File: config.mk
export PLATFORM = sky130hd
export DESIGN_NAME = booth_mult_param
export DESIGN_NICKNAME = d
export VERILOG_FILES = /design/src/rtl/booth_mult_param.sv
export SDC_FILE = /design/constraint.sdc
export NUM_CORES = 1
export LEC_CHECK = 0
export CAP_MARGIN = 20
export CORE_MARGIN = 10
export CORE_UTILIZATION = 40
export DETAILED_ROUTE_END_ITERATION = 6
export REMOVE_ABC_BUFFERS = 1
export SETUP_SLACK_MARGIN = 0.2
export SLEW_MARGIN = 20
export SYNTH_ARGS = -nofsm -noshare
export SYNTH_HDL_FRONTEND = slang
export SYNTH_SLANG_ARGS = --single-unit
File: constraint.sdc
create_clock -name clk -period 9.7 [get_ports clk]
set_clock_uncertainty 0.2 [all_clocks]
set_input_delay 1.94 -clock clk [delete_from_list [all_inputs] [get_ports clk]]
set_output_delay 1.94 -clock clk [all_outputs]
set_load 0.01 [all_outputs]
File: src/rtl/booth_mult_param.sv
// Sequential radix-4 Booth multiplier: one Booth digit retired per clock,
// fixed WIDTH/2+1 digit latency for both signed and unsigned operands.
module booth_mult_param #(
  parameter int WIDTH = 16
) (
  input  logic               clk,
  input  logic               reset,
  input  logic               in_valid,
  output logic               in_ready,
  input  logic [WIDTH-1:0]   A,
  input  logic [WIDTH-1:0]   B,
  input  logic               signed_mode,
  output logic [2*WIDTH-1:0] OUT,
  output logic               out_valid,
  input  logic               out_ready,
  output logic               busy
);

  localparam int PW   = 2 * WIDTH;
  localparam int NDIG = WIDTH / 2 + 1;
  localparam int CW   = $clog2(NDIG + 1);
  localparam logic [CW-1:0] LAST = CW'(NDIG - 1);

  localparam logic [1:0] IDLE = 2'd0;
  localparam logic [1:0] BUSY = 2'd1;
  localparam logic [1:0] DONE = 2'd2;

  logic [1:0]     state;
  logic [PW-1:0]  mc;    // multiplicand, pre-shifted by 2i for the current digit
  logic [PW-1:0]  acc;
  logic [PW-1:0]  pp;
  logic [PW-1:0]  sum;
  logic [WIDTH+2:0] mb;  // {2-bit extension, B, implicit bit -1}
  logic [CW-1:0]  cnt;

  assign in_ready  = (state == IDLE);
  assign busy      = (state == BUSY);
  assign out_valid = (state == DONE);

  // Upper extension bits beyond 2*WIDTH would be discarded modulo 2^(2*WIDTH),
  // so the multiplicand is held at 2*WIDTH bits only.
  always_comb begin
    pp = '0;
    case (mb[2:0])
      3'b001, 3'b010: pp = mc;
      3'b011:         pp = {mc[PW-2:0], 1'b0};
      3'b100:         pp = -{mc[PW-2:0], 1'b0};
      3'b101, 3'b110: pp = -mc;
      default:        pp = '0;
    endcase
  end

  assign sum = acc + pp;

  always_ff @(posedge clk) begin
    if (reset) begin
      state <= IDLE;
      OUT   <= '0;
      acc   <= '0;
      mc    <= '0;
      mb    <= '0;
      cnt   <= '0;
    end else begin
      case (state)
        IDLE: if (in_valid) begin
          mc    <= signed_mode ? {{WIDTH{A[WIDTH-1]}}, A} : {{WIDTH{1'b0}}, A};
          mb    <= {{2{signed_mode & B[WIDTH-1]}}, B, 1'b0};
          acc   <= '0;
          cnt   <= '0;
          state <= BUSY;
        end
        BUSY: begin
          acc <= sum;
          mc  <= {mc[PW-3:0], 2'b00};
          mb  <= {2'b00, mb[WIDTH+2:2]};
          cnt <= cnt + 1'b1;
          if (cnt == LAST) begin
            OUT   <= sum;
            state <= DONE;
          end
        end
        DONE: if (out_ready) state <= IDLE;
        default: state <= IDLE;
      endcase
    end
  end

endmodule

==> results.py, run 1 <==
metrics = {
    "power": {
        "leakagePower_nw": 3.557,
        "p_per_area_mw_per_mm2": 164.6,
        "ir_worst_vdd_mv": 0.1103,
    },
    "clock_tree": {
        "clk_pin_slew_worst_paths_ns": 0.05,
        "numCtsBuffers": 17,
        "cts_resized": 0,
        "cts_tree": "yes",
        "cts.sinks": 120,
        "max-clock-path-buffers": 2,
        "postCtsSetupBuffers": 0,
        "clkLatencyLatePin_ns": 0.43,
        "postCtsHoldBufs": 0,
        "root_buffer": "clkbuf_16",
        "htreeDepth": 4,
    },
    "drt": {
        "vias_per_cell": 5.593,
        "wire_per_inst_um": 16.36,
        "ant_nets": 0,
        "route.detailed.drc": 0,
        "first_pass_iters": 5,
        "vias": 7635,
        "drt_iter0_drc": 489,
        "wl_mm": 22.34,
    },
    "die": {
        "fp.dieArea_mm2": 0.02579,
        "io_pins": 72,
        "start_util_pct": 40.62,
        "core_mm2": 0.01946,
        "num_rows": 51,
        "die_y_um": 160.6,
        "die_w_um": 160.6,
    },
    "setup_path": {
        "crit_top_cell": "o21ai_0",
        "path_cells": "inv_2 > nand2_1 > or2_2 > o21ai_0 > a22oi_1 > o21ai_0 > ha_1 > a211oi_1 > o221ai_1 > a21oi_1 > nor4b_1 > o21ai_0 > a31oi_1 > xnor2_1 > o21ai_0",
        "crit_fanout": 32,
        "reg2reg_to": "acc[28]$_SDFFE_PP0P_",
        "cpMaxStageDelayCell": "dfxtp_1",
        "cp-end-kind": "flip-flop",
        "start_kind": "flip-flop",
        "r2r_cells": 15,
        "rrSetupSlack_ns": 4.55,
        "required_ns": 9.79,
        "slowest_delay_ns": 0.76,
        "reg2reg_from": "mb[1]$_SDFFE_PP0P_",
        "arrival_ns": 5.23,
        "path_class": "flip-flop to flip-flop",
    },
    "final_layout": {
        "final_cell_mix": "nor2_1 (142), nand2_1 (136), dfxtp_1 (120), o21ai_0 (102), a21oi_1 (78)",
        "antennaDiodeCount": 0,
        "fin_nets": 1159,
        "drive_gt1_share_pct": 5.182,
        "mostFrequentLayoutCell": "nor2_1",
        "areaGrowthSynthToFinish_pct": 17.54,
        "stdcell_area_mm2": 0.009291,
    },
    "min_path": {
        "min_to": "OUT[9]$_SDFFE_PP0P_",
        "whs_path_depth": 2,
        "hold_start": "OUT[9]$_SDFFE_PP0P_",
        "hold_path_class": "flip-flop to flip-flop",
    },
    "synth": {
        "yosysSeqAreaShare_pct": 30.39,
        "ys_warn_count": 0,
        "syn_area_per_cell_um2": 7.360,
        "syn_inst": 1074,
        "synth_cell_types": 66,
        "synth_flop_cell": "dfxtp_1",
        "synth_edf_count": 0,
        "synthArstFlopShare_pct": 0,
        "ys_seq_elements": 120,
        "synth_area_mm2": 0.007905,
    },
    "placement": {
        "dpl.hpwl_mm": 15.63,
        "place_area_mm2": 0.008686,
        "place.gp.congestion": 0.9030,
        "io_buffers": 71,
    },
    "global_route": {
        "grt_pass1_wl_mm": 37.00,
        "antenna_found_initial": 0,
        "grt_max_degree": 66,
        "grt_pass1_vias": 7225,
        "grt_overflow": 0,
        "grt_use_total_pct": 17.12,
    },
    "sta": {
        "fmax_mhz": 194.3,
        "maxSlewViolCount": 0,
        "worst_slew_pin_slew_ns": 0.9346,
        "fin_crit_ns": 5.147,
        "setup_violations": 0,
        "hold_viol_final": 0,
        "max-slew-margin-rel_pct": 37.63,
        "tns_ns": 0,
        "period_share_pct": 53.06,
        "grt_setup_unrepaired": "no",
    },
    "status": {
        "status": "finished clean",
    },
    "flow_run": {
        "cap_violations": 0,
    },
}
==> registers in the layout, summed over array words and instances (netlist names) <==
register and flops:
mb 18, acc 32, state 2, OUT 32
cnt 4, mc 32
==> critical path, delay by kind of cell, from the launching register on <==
kind	cells	cell delay, ns
XOR/XNOR	1	0.23
AND/OR/NAND/NOR	3	1.05
buffers and inverters	1	0.20
AO/OA/AOI/OAI	9	2.21
flip-flops	1	0.76
adder cells (fa/ha/maj)	1	0.37
==> per-layer routing <==
metal	up-vias	wire, µm	track usage [%]
met5	-	0	0
met1	3549	10930	23.09
met2	206	9781	26.35
li1	3855	-	-
met4	0	236	4.633
met3	25	1393	4.499
==> synth_stat cells (all sizes together) (2+ instances only) <==
master  instances  area [µm²]
inv            15       56.30
clkinv          2       7.510
a31oi           7       43.79
mux2i           2       20.02
buf            17       91.34
or3            12       76.33
o21ai         108       540.5
a22o            6       52.55
nand2b          6       37.54
xnor2          35       306.5
nand2         136       510.5
a221o           2       20.02
a311oi          2       17.52
nor2          144       540.5
o21bai          4       30.03
nor4b           5       43.79
or2             5       31.28
a221oi          3       26.28
or2b            2       15.01
and2            3       18.77
o21a            4       30.03
nand3          20       105.1
or4             6       48.80
nor3           22       126.4
dfxtp         120        2402
xor2           30       262.8
a22oi          63       473.0
nand4b          2       17.52
a211o           4       35.03
nor3b           6       45.04
a21oi          78       390.4
and3            3       18.77
nand3b          6       45.04
and3b           2       17.52
o22ai           4       25.02
a211oi         34       255.2
nor2b           4       25.02
o31ai           3       36.28
o211ai          6       45.04
o221ai          5       43.79
ha             34       425.4
clkbuf         73       274.0
nand4           5       31.28
a21o           13       97.59
==> how the worst max path moves through the flow <==
stage | start | to | slack (ns)
floorplan | mb[2]$_SDFFE_PP0P_ | OUT[17]$_SDFFE_PP0P_ | 5.14
global placement | mc[2]$_SDFFE_PP0P_ | OUT[23]$_SDFFE_PP0P_ | 4.79
detailed placement | mb[1]$_SDFFE_PP0P_ | acc[28]$_SDFFE_PP0P_ | 4.58
CTS | mb[1]$_SDFFE_PP0P_ | acc[28]$_SDFFE_PP0P_ | 4.57
global route | mb[1]$_SDFFE_PP0P_ | acc[28]$_SDFFE_PP0P_ | 4.00
finish | mb[1]$_SDFFE_PP0P_ | acc[28]$_SDFFE_PP0P_ | 4.55
==> metrics by stage <==
stage | util, % | hold WS (ns) | total power, mW | cells | setup WS, ns
after floorplan | - | 0.2300 | 0.7771 | 984 | 5.138
after detailed placement | 44.63 | 0.2475 | 0.8777 | 1333 | 4.584
after global placement | 44.63 | 0.2418 | 0.8763 | 1333 | 4.793
after CTS | 47.74 | 0.2549 | 1.539 | 1365 | 4.566
final | 47.74 | 0.2519 | 1.529 | 1365 | 4.553
after global routing | 47.74 | 0.2699 | 1.611 | 1365 | 3.996
==> report_power, final <==
part,switching (mW),internal [mW]
registers,0.0321,0.518
logic,0.196,0.126
clock network,0.223,0.434
==> area by class of cell <==
type	instances	area, µm²
multi-input cells	847	5082
flip-flops and latches	120	2402
inverters	17	63.81
well taps	265	331.6
repair buffers	84	805.8
clock buffers	23	457.9
fillers	1981	10170
clock inverters	9	147.6
==> cell families after synthesis <==
kind of cell,synth area share (%)
multiplexers,0.3957
buffers and inverters,5.429
flip-flops,30.39
AND/OR/NAND/NOR,22.46
AO/OA/AOI/OAI,28.19
XOR/XNOR,7.502
adder cells (fa/ha/maj),5.635
Note: power is estimated with default switching activity, not from simulation.
==> run 2, diff against run 1 <==
Clock period 9.7 ns to 4.2 ns, I/O delays scaled along.
==> run 2 against run 1 <==
  * Combinational power rose to 3.3 times the previous value
  * Flip-flop and latch count did not move
  * Wire length rose by 10%
  * Fmax rose by 23%
  * Cell area rose by 15%
  * Critical path type unchanged
  * Largest power group unchanged
==> results.py, run 2 (synthesis gave the netlist of run 1 again) <==
metrics = {
    "status": {
        "status": "finished clean",
    },
    "final_layout": {
        "regArea_mm2": 0.002406,
        "fin_nets": 1289,
        "drive_gt1_share_pct": 20.93,
        "mostFrequentLayoutCell": "nor2_1",
        "multi_input_area_mm2": 0.005484,
        "final_cell_mix": "nor2_1 (139), buf_4 (135), nand2_1 (132), dfxtp_1 (117), o21ai_0 (71)",
        "areaGrowthSynthToFinish_pct": 34.73,
        "fillerInstances": 1864,
        "fin_util_pct": 54.72,
        "reg_top3": "OUT x32, acc x32, mc x32",
        "antennaDiodeCount": 0,
    },
    "sta": {
        "fin_ws_ns": 0.001636,
        "period_share_pct": 99.96,
        "grt_setup_unrepaired": "yes",
        "tns_ns": 0,
        "fmax_mhz": 238.2,
        "timing.hold.ws_ns": 0.2500,
        "worst_slew_pin_slew_ns": 1.022,
        "hold_viol_final": 0,
        "setup_violations": 0,
        "fin_crit_ns": 4.198,
        "maxSlewViolCount": 0,
        "max-slew-margin-rel_pct": 31.70,
    },
    "clock_tree": {
        "htreeDepth": 4,
        "max-clock-path-buffers": 2,
        "numCtsBuffers": 17,
        "root_buffer": "clkbuf_16",
        "cts_tree": "yes",
        "cts.sinks": 120,
        "clkLatencyLatePin_ns": 0.43,
        "clk_pin_slew_worst_paths_ns": 0.05,
    },
    "power": {
        "p_total_mw": 3.627,
        "ir_worst_vdd_mv": 0.2917,
        "p_per_area_mw_per_mm2": 340.6,
        "leakagePower_nw": 4.246,
    },
    "drt": {
        "wire_per_inst_um": 16.48,
        "vias_per_cell": 5.480,
        "route.detailed.drc": 0,
        "drt_iter0_drc": 555,
        "first_pass_iters": 5,
        "wl_mm": 24.61,
        "vias": 8181,
        "ant_nets": 0,
    },
    "setup_path": {
        "reg2reg_to": "OUT[27]$_SDFFE_PP0P_",
        "path_class": "flip-flop to flip-flop",
        "cp-end-kind": "flip-flop",
        "start_kind": "flip-flop",
        "r2r_cells": 16,
        "crit_fanout": 5,
        "required_ns": 4.37,
        "arrival_ns": 4.37,
        "rrSetupSlack_ns": 0.002,
        "reg2reg_from": "mc[2]$_SDFFE_PP0P_",
    },
    "die": {
        "die_w_um": 160.6,
        "start_util_pct": 40.62,
        "core_mm2": 0.01946,
        "io_pins": 72,
        "die_y_um": 160.6,
        "num_rows": 51,
        "fp.dieArea_mm2": 0.02579,
    },
    "min_path": {
        "hold_path_class": "flip-flop to flip-flop",
        "min_to": "OUT[10]$_SDFFE_PP0P_",
        "hold_start": "OUT[10]$_SDFFE_PP0P_",
        "whs_path_depth": 2,
    },
    "placement": {
        "io_buffers": 71,
        "place.gp.congestion": 0.9056,
        "dpl.hpwl_mm": 17.15,
        "post-place-ws_ns": -0.1372,
    },
    "flow_run": {
        "cap_violations": 0,
    },
    "global_route": {
        "grt_pass1_wl_mm": 39.64,
        "grt_use_total_pct": 18.41,
        "grt_max_degree": 62,
        "grt_overflow": 0,
        "antenna_found_initial": 0,
        "grt_pass1_vias": 7748,
    },
}
run 2: cell count changes in the layout (fill, tap and decap cells not counted), sizes merged:
| cell | delta |
|---|---|
| clkinv | -1 |
| clkbuf | +4 |
| inv | -1 |
| buf | +130 |
| bufinv | -4 |
run 2: critical path, stage by stage (launching register included):
cell and delay, ns:
dfxtp_1 0.31, or3_4 0.41, buf_4 0.16, or3_4 0.38
or3_4 0.35, nand2_2 0.08, xor2_1 0.14, o21ai_1 0.08
ha_1 0.32, a21oi_1 0.15, o21ai_1 0.10, o311a_1 0.36
and3b_2 0.30, o21bai_4 0.09, a211o_1 0.34, nor4b_2 0.24
a211o_1 0.14
run 2: metal layers:
metal,routed length (µm),vias to the layer above,global-route usage (%)
met2,11030,224,28.71
li1,-,4117,-
met1,11590,3809,24.50
met5,0,-,0
met4,546,0,6.970
met3,1435,31,3.681
run 2: stage by stage:
step | area, µm² | instances
6_report | 10650 | 1493
5_1_grt | 10650 | 1493
4_1_cts | 10380 | 1483
3_5_place_dp | 9549 | 1445
3_3_place_gp | 9549 | 1445
2_1_floorplan | 7540 | 984
run 2: how the worst max path moves through the flow:
stage / start / to / slack, ns / depth (start not counted)
after global placement: mc[2]$_SDFFE_PP0P_ / OUT[23]$_SDFFE_PP0P_ / -0.08 / 17
final: mc[2]$_SDFFE_PP0P_ / OUT[27]$_SDFFE_PP0P_ / 0.002 / 16
after floorplan: mb[2]$_SDFFE_PP0P_ / OUT[17]$_SDFFE_PP0P_ / -0.36 / 13
after CTS: mc[4]$_SDFFE_PP0P_ / OUT[27]$_SDFFE_PP0P_ / 0.03 / 16
after detailed placement: mc[6]$_SDFFE_PP0P_ / OUT[23]$_SDFFE_PP0P_ / -0.14 / 17
after global routing: mc[6]$_SDFFE_PP0P_ / OUT[27]$_SDFFE_PP0P_ / -0.20 / 18
run 2: area by class of cell:
type,count,area share (%)
Multi-Input combinational cell,847,51.49
Sequential cell,120,22.59
Clock buffer,27,4.817
Timing Repair Buffer,214,17.21
Clock inverter,3,0.1410
Inverter,17,0.6344
Tap cell,265,3.113
run 2: where the power goes:
part	total, mW	internal [mW]	switching, mW
Clock	1.34	0.822	0.515
Combinational	1.05	0.479	0.569
Sequential	1.24	1.20	0.0453
Total	3.63	2.50	1.13
run 2: repair_timing:
item,4_1_cts,5_1_grt
hold buffers,0,0
resized for setup,71,50
pin swaps,36,27
setup endpoints to repair,27,42
buffers inserted,8,10
==> run 3, diff against run 2 <==
Settings changed: CORE_ASPECT_RATIO set to 1.75, MAX_ROUTING_LAYER set to met4.
==> run 3 against run 2 <==
  * Non-clock buffer count increased by 32
  * Sequential share of layout area decreased by 0.62 points
  * Total power increased by 4.3%
  * Wire length increased by 7.6%
  * Combinational power increased by 6%
  * Critical endpoint is now OUT[23]$_SDFFE_PP0P_
  * Cell area increased by 2.8%
  * Final cell count increased by 0.87%
  * Register-to-register slack got worse by 0.03 ns
  * Fmax decreased by 0.74%
  * The run now ends with setup timing left
  * Clock-buffer cell count decreased by 10
  * Worst hold slack got worse by 0.0021 ns
==> results.py, run 3 (synthesis gave the netlist of run 1 again) <==
metrics = {
    "status": {
        "status": "complete, but fails checks",
        "violations": "setup timing",
    },
    "power": {
        "pwr-share-seq_pct": 32.7,
        "pwr-share-comb_pct": 29.4,
        "leakagePower_nw": 4.403,
        "ir_worst_vdd_mv": 0.2918,
        "power_frac_clock_pct": 37.9,
        "p_int_mw": 2.579,
        "p_per_area_mw_per_mm2": 345.7,
        "p_sw_mw": 1.206,
        "swShare_pct": 31.86,
    },
    "sta": {
        "worst_slew_pin_slew_ns": 1.002,
        "tns_ns": -0.04476,
        "fmax_mhz": 236.4,
        "grt_setup_unrepaired": "yes",
        "setup_violations": 2,
        "hold_viol_final": 0,
        "fin_crit_ns": 4.230,
        "period_share_pct": 100.7,
        "max-slew-margin-rel_pct": 32.95,
        "fin_ws_ns": -0.02965,
        "maxSlewViolCount": 0,
    },
    "min_path": {
        "whs_path_depth": 2,
        "hold_path_class": "flip-flop to flip-flop",
        "hold_start": "OUT[28]$_SDFFE_PP0P_",
        "min_to": "OUT[28]$_SDFFE_PP0P_",
    },
    "die": {
        "die_y_um": 206.0,
        "core_mm2": 0.01957,
        "num_rows": 68,
        "io_pins": 72,
        "die_w_um": 126.3,
        "start_util_pct": 40.40,
        "fp.dieArea_mm2": 0.02601,
    },
    "setup_path": {
        "arrival_ns": 4.40,
        "rrSetupSlack_ns": -0.03,
        "crit_fanout": 5,
        "reg2reg_from": "mc[3]$_SDFFE_PP0P_",
        "path_cells": "or3_4 > buf_4 > or3_4 > or3_4 > nand2_2 > xor2_1 > o21ai_1 > ha_1 > nand4_1 > nor2_1 > o311a_1 > and3b_2 > o21bai_4 > buf_6 > a31oi_4 > or4_1 > nand3_1",
        "slowest_delay_ns": 0.42,
        "crit_start": "mc[3]$_SDFFE_PP0P_",
        "crit_family": "simple AND/OR/NAND/NOR gates",
        "r2r_cells": 17,
        "start_kind": "flip-flop",
        "cpMaxStageDelayCell": "or4_1",
        "path_class": "flip-flop to flip-flop",
        "crit_buf_inv": 2,
        "cp-end-kind": "flip-flop",
        "reg2reg_to": "OUT[23]$_SDFFE_PP0P_",
        "required_ns": 4.37,
        "crit_top_cell": "or3_4",
    },
    "drt": {
        "drt_iter0_drc": 523,
        "route.detailed.drc": 0,
        "ant_nets": 0,
        "vias_per_cell": 5.616,
        "wire_per_inst_um": 17.58,
        "wl_mm": 26.47,
        "vias": 8458,
        "first_pass_iters": 5,
    },
    "placement": {
        "dpl.hpwl_mm": 19.13,
        "place.gp.congestion": 0.9295,
        "place_area_mm2": 0.009709,
        "post-place-ws_ns": -0.2791,
        "io_buffers": 71,
    },
    "clock_tree": {
        "cts_tree": "yes",
        "postCtsHoldBufs": 0,
        "clkLatencyLatePin_ns": 0.43,
        "root_buffer": "clkbuf_16",
        "clk_pin_slew_worst_paths_ns": 0.06,
        "max-clock-path-buffers": 2,
        "htreeDepth": 4,
        "numCtsBuffers": 17,
        "cts.sinks": 120,
    },
    "final_layout": {
        "fillerInstances": 1887,
        "areaGrowthSynthToFinish_pct": 38.51,
        "fin_nets": 1321,
        "stdcell_area_mm2": 0.01095,
        "final_cell_mix": "buf_4 (171), nor2_1 (139), nand2_1 (130), dfxtp_1 (117), o21ai_0 (72)",
        "regArea_mm2": 0.002406,
        "fin_util_pct": 55.95,
        "multi_input_area_mm2": 0.005557,
        "drive_gt1_share_pct": 23.95,
        "reg_top3": "OUT x32, acc x32, mc x32",
        "antennaDiodeCount": 0,
        "mostFrequentLayoutCell": "buf_4",
    },
    "global_route": {
        "antenna_found_initial": 0,
        "grt_max_degree": 64,
        "grt_pass1_wl_mm": 41.77,
        "grt.busiest_layer": "met2",
        "met1_usage_pct": 19.45,
        "grt.met2_usage_pct": 37.98,
        "grtUsageMet3_pct": 3.209,
        "grt_overflow": 0,
        "grt_use_total_pct": 20.31,
        "grt_pass1_vias": 8333,
    },
    "flow_run": {
        "cap_violations": 0,
    },
}
## run 3: changes by cell type in the layout (fill, tap and decap cells not counted), moves of 3 or more
| cell | delta |
|---|---|
| nand3_1 | +3 |
| ha_1 | -5 |
| clkbuf_8 | -5 |
| buf_4 | +36 |
| ha_4 | +4 |
| o21ai_1 | -4 |
| inv_6 | +4 |
| clkinvlp_4 | +3 |
| clkbuf_1 | -5 |
| nand3_2 | -3 |
## run 3: repair_timing
action                     4_1_cts  5_1_grt
pin swaps                       41       48
resized for setup               65       66
gates cloned                     0        0
buffers inserted                15        7
setup endpoints to repair       29       38
## run 3: per-stage QoR
stage | std cells | total power, mW | hold WS, ns
floorplan | 984 | 1.795 | 0.2300
global placement | 1453 | 2.210 | 0.2384
detailed placement | 1453 | 2.217 | 0.2474
CTS | 1499 | 3.724 | 0.2553
global route | 1506 | 3.974 | 0.2693
finish | 1506 | 3.785 | 0.2480
## run 3: how the worst max path moves through the flow
stage                                       to  cells past startpoint
after floorplan           OUT[17]$_SDFFE_PP0P_                     13
after global placement    acc[31]$_SDFFE_PP0P_                     18
after detailed placement  acc[31]$_SDFFE_PP0P_                     18
after CTS                 acc[31]$_SDFFE_PP0P_                     17
after global routing      OUT[23]$_SDFFE_PP0P_                     16
final                     OUT[23]$_SDFFE_PP0P_                     17
## run 3: tightest hold or removal path: stages (launching register included)
cell,delay (ns)
dfxtp_1,0.31
nand2_1,0.05
o21ai_1,0.05
## run 3: power by group through the flow
stage	Sequential [mW]	Combinational [mW]	Clock [mW]
6_report	1.24	1.11	1.43
5_1_grt	1.24	1.21	1.52
4_1_cts	1.24	1.03	1.46
3_5_place_dp	1.26	0.958	0
3_3_place_gp	1.26	0.952	0
2_1_floorplan	1.28	0.515	0
## run 3: final cells by class
| class | instances | area share [%] |
|---|---|---|
| Multi-Input combinational cell | 847 | 50.75 |
| Timing Repair Buffer | 246 | 18.64 |
| Tap cell | 245 | 2.800 |
| Inverter | 17 | 0.6171 |
| Sequential cell | 120 | 21.97 |
| Clock inverter | 14 | 1.337 |
| Clock buffer | 17 | 3.885 |
## run 3: layer usage
metal | vias up | share of wire, %
met3 | 79 | 3.1
li1 | 4168 | -
met4 | 0 | 4.4
met5 | - | 0
met2 | 203 | 55
met1 | 4008 | 37
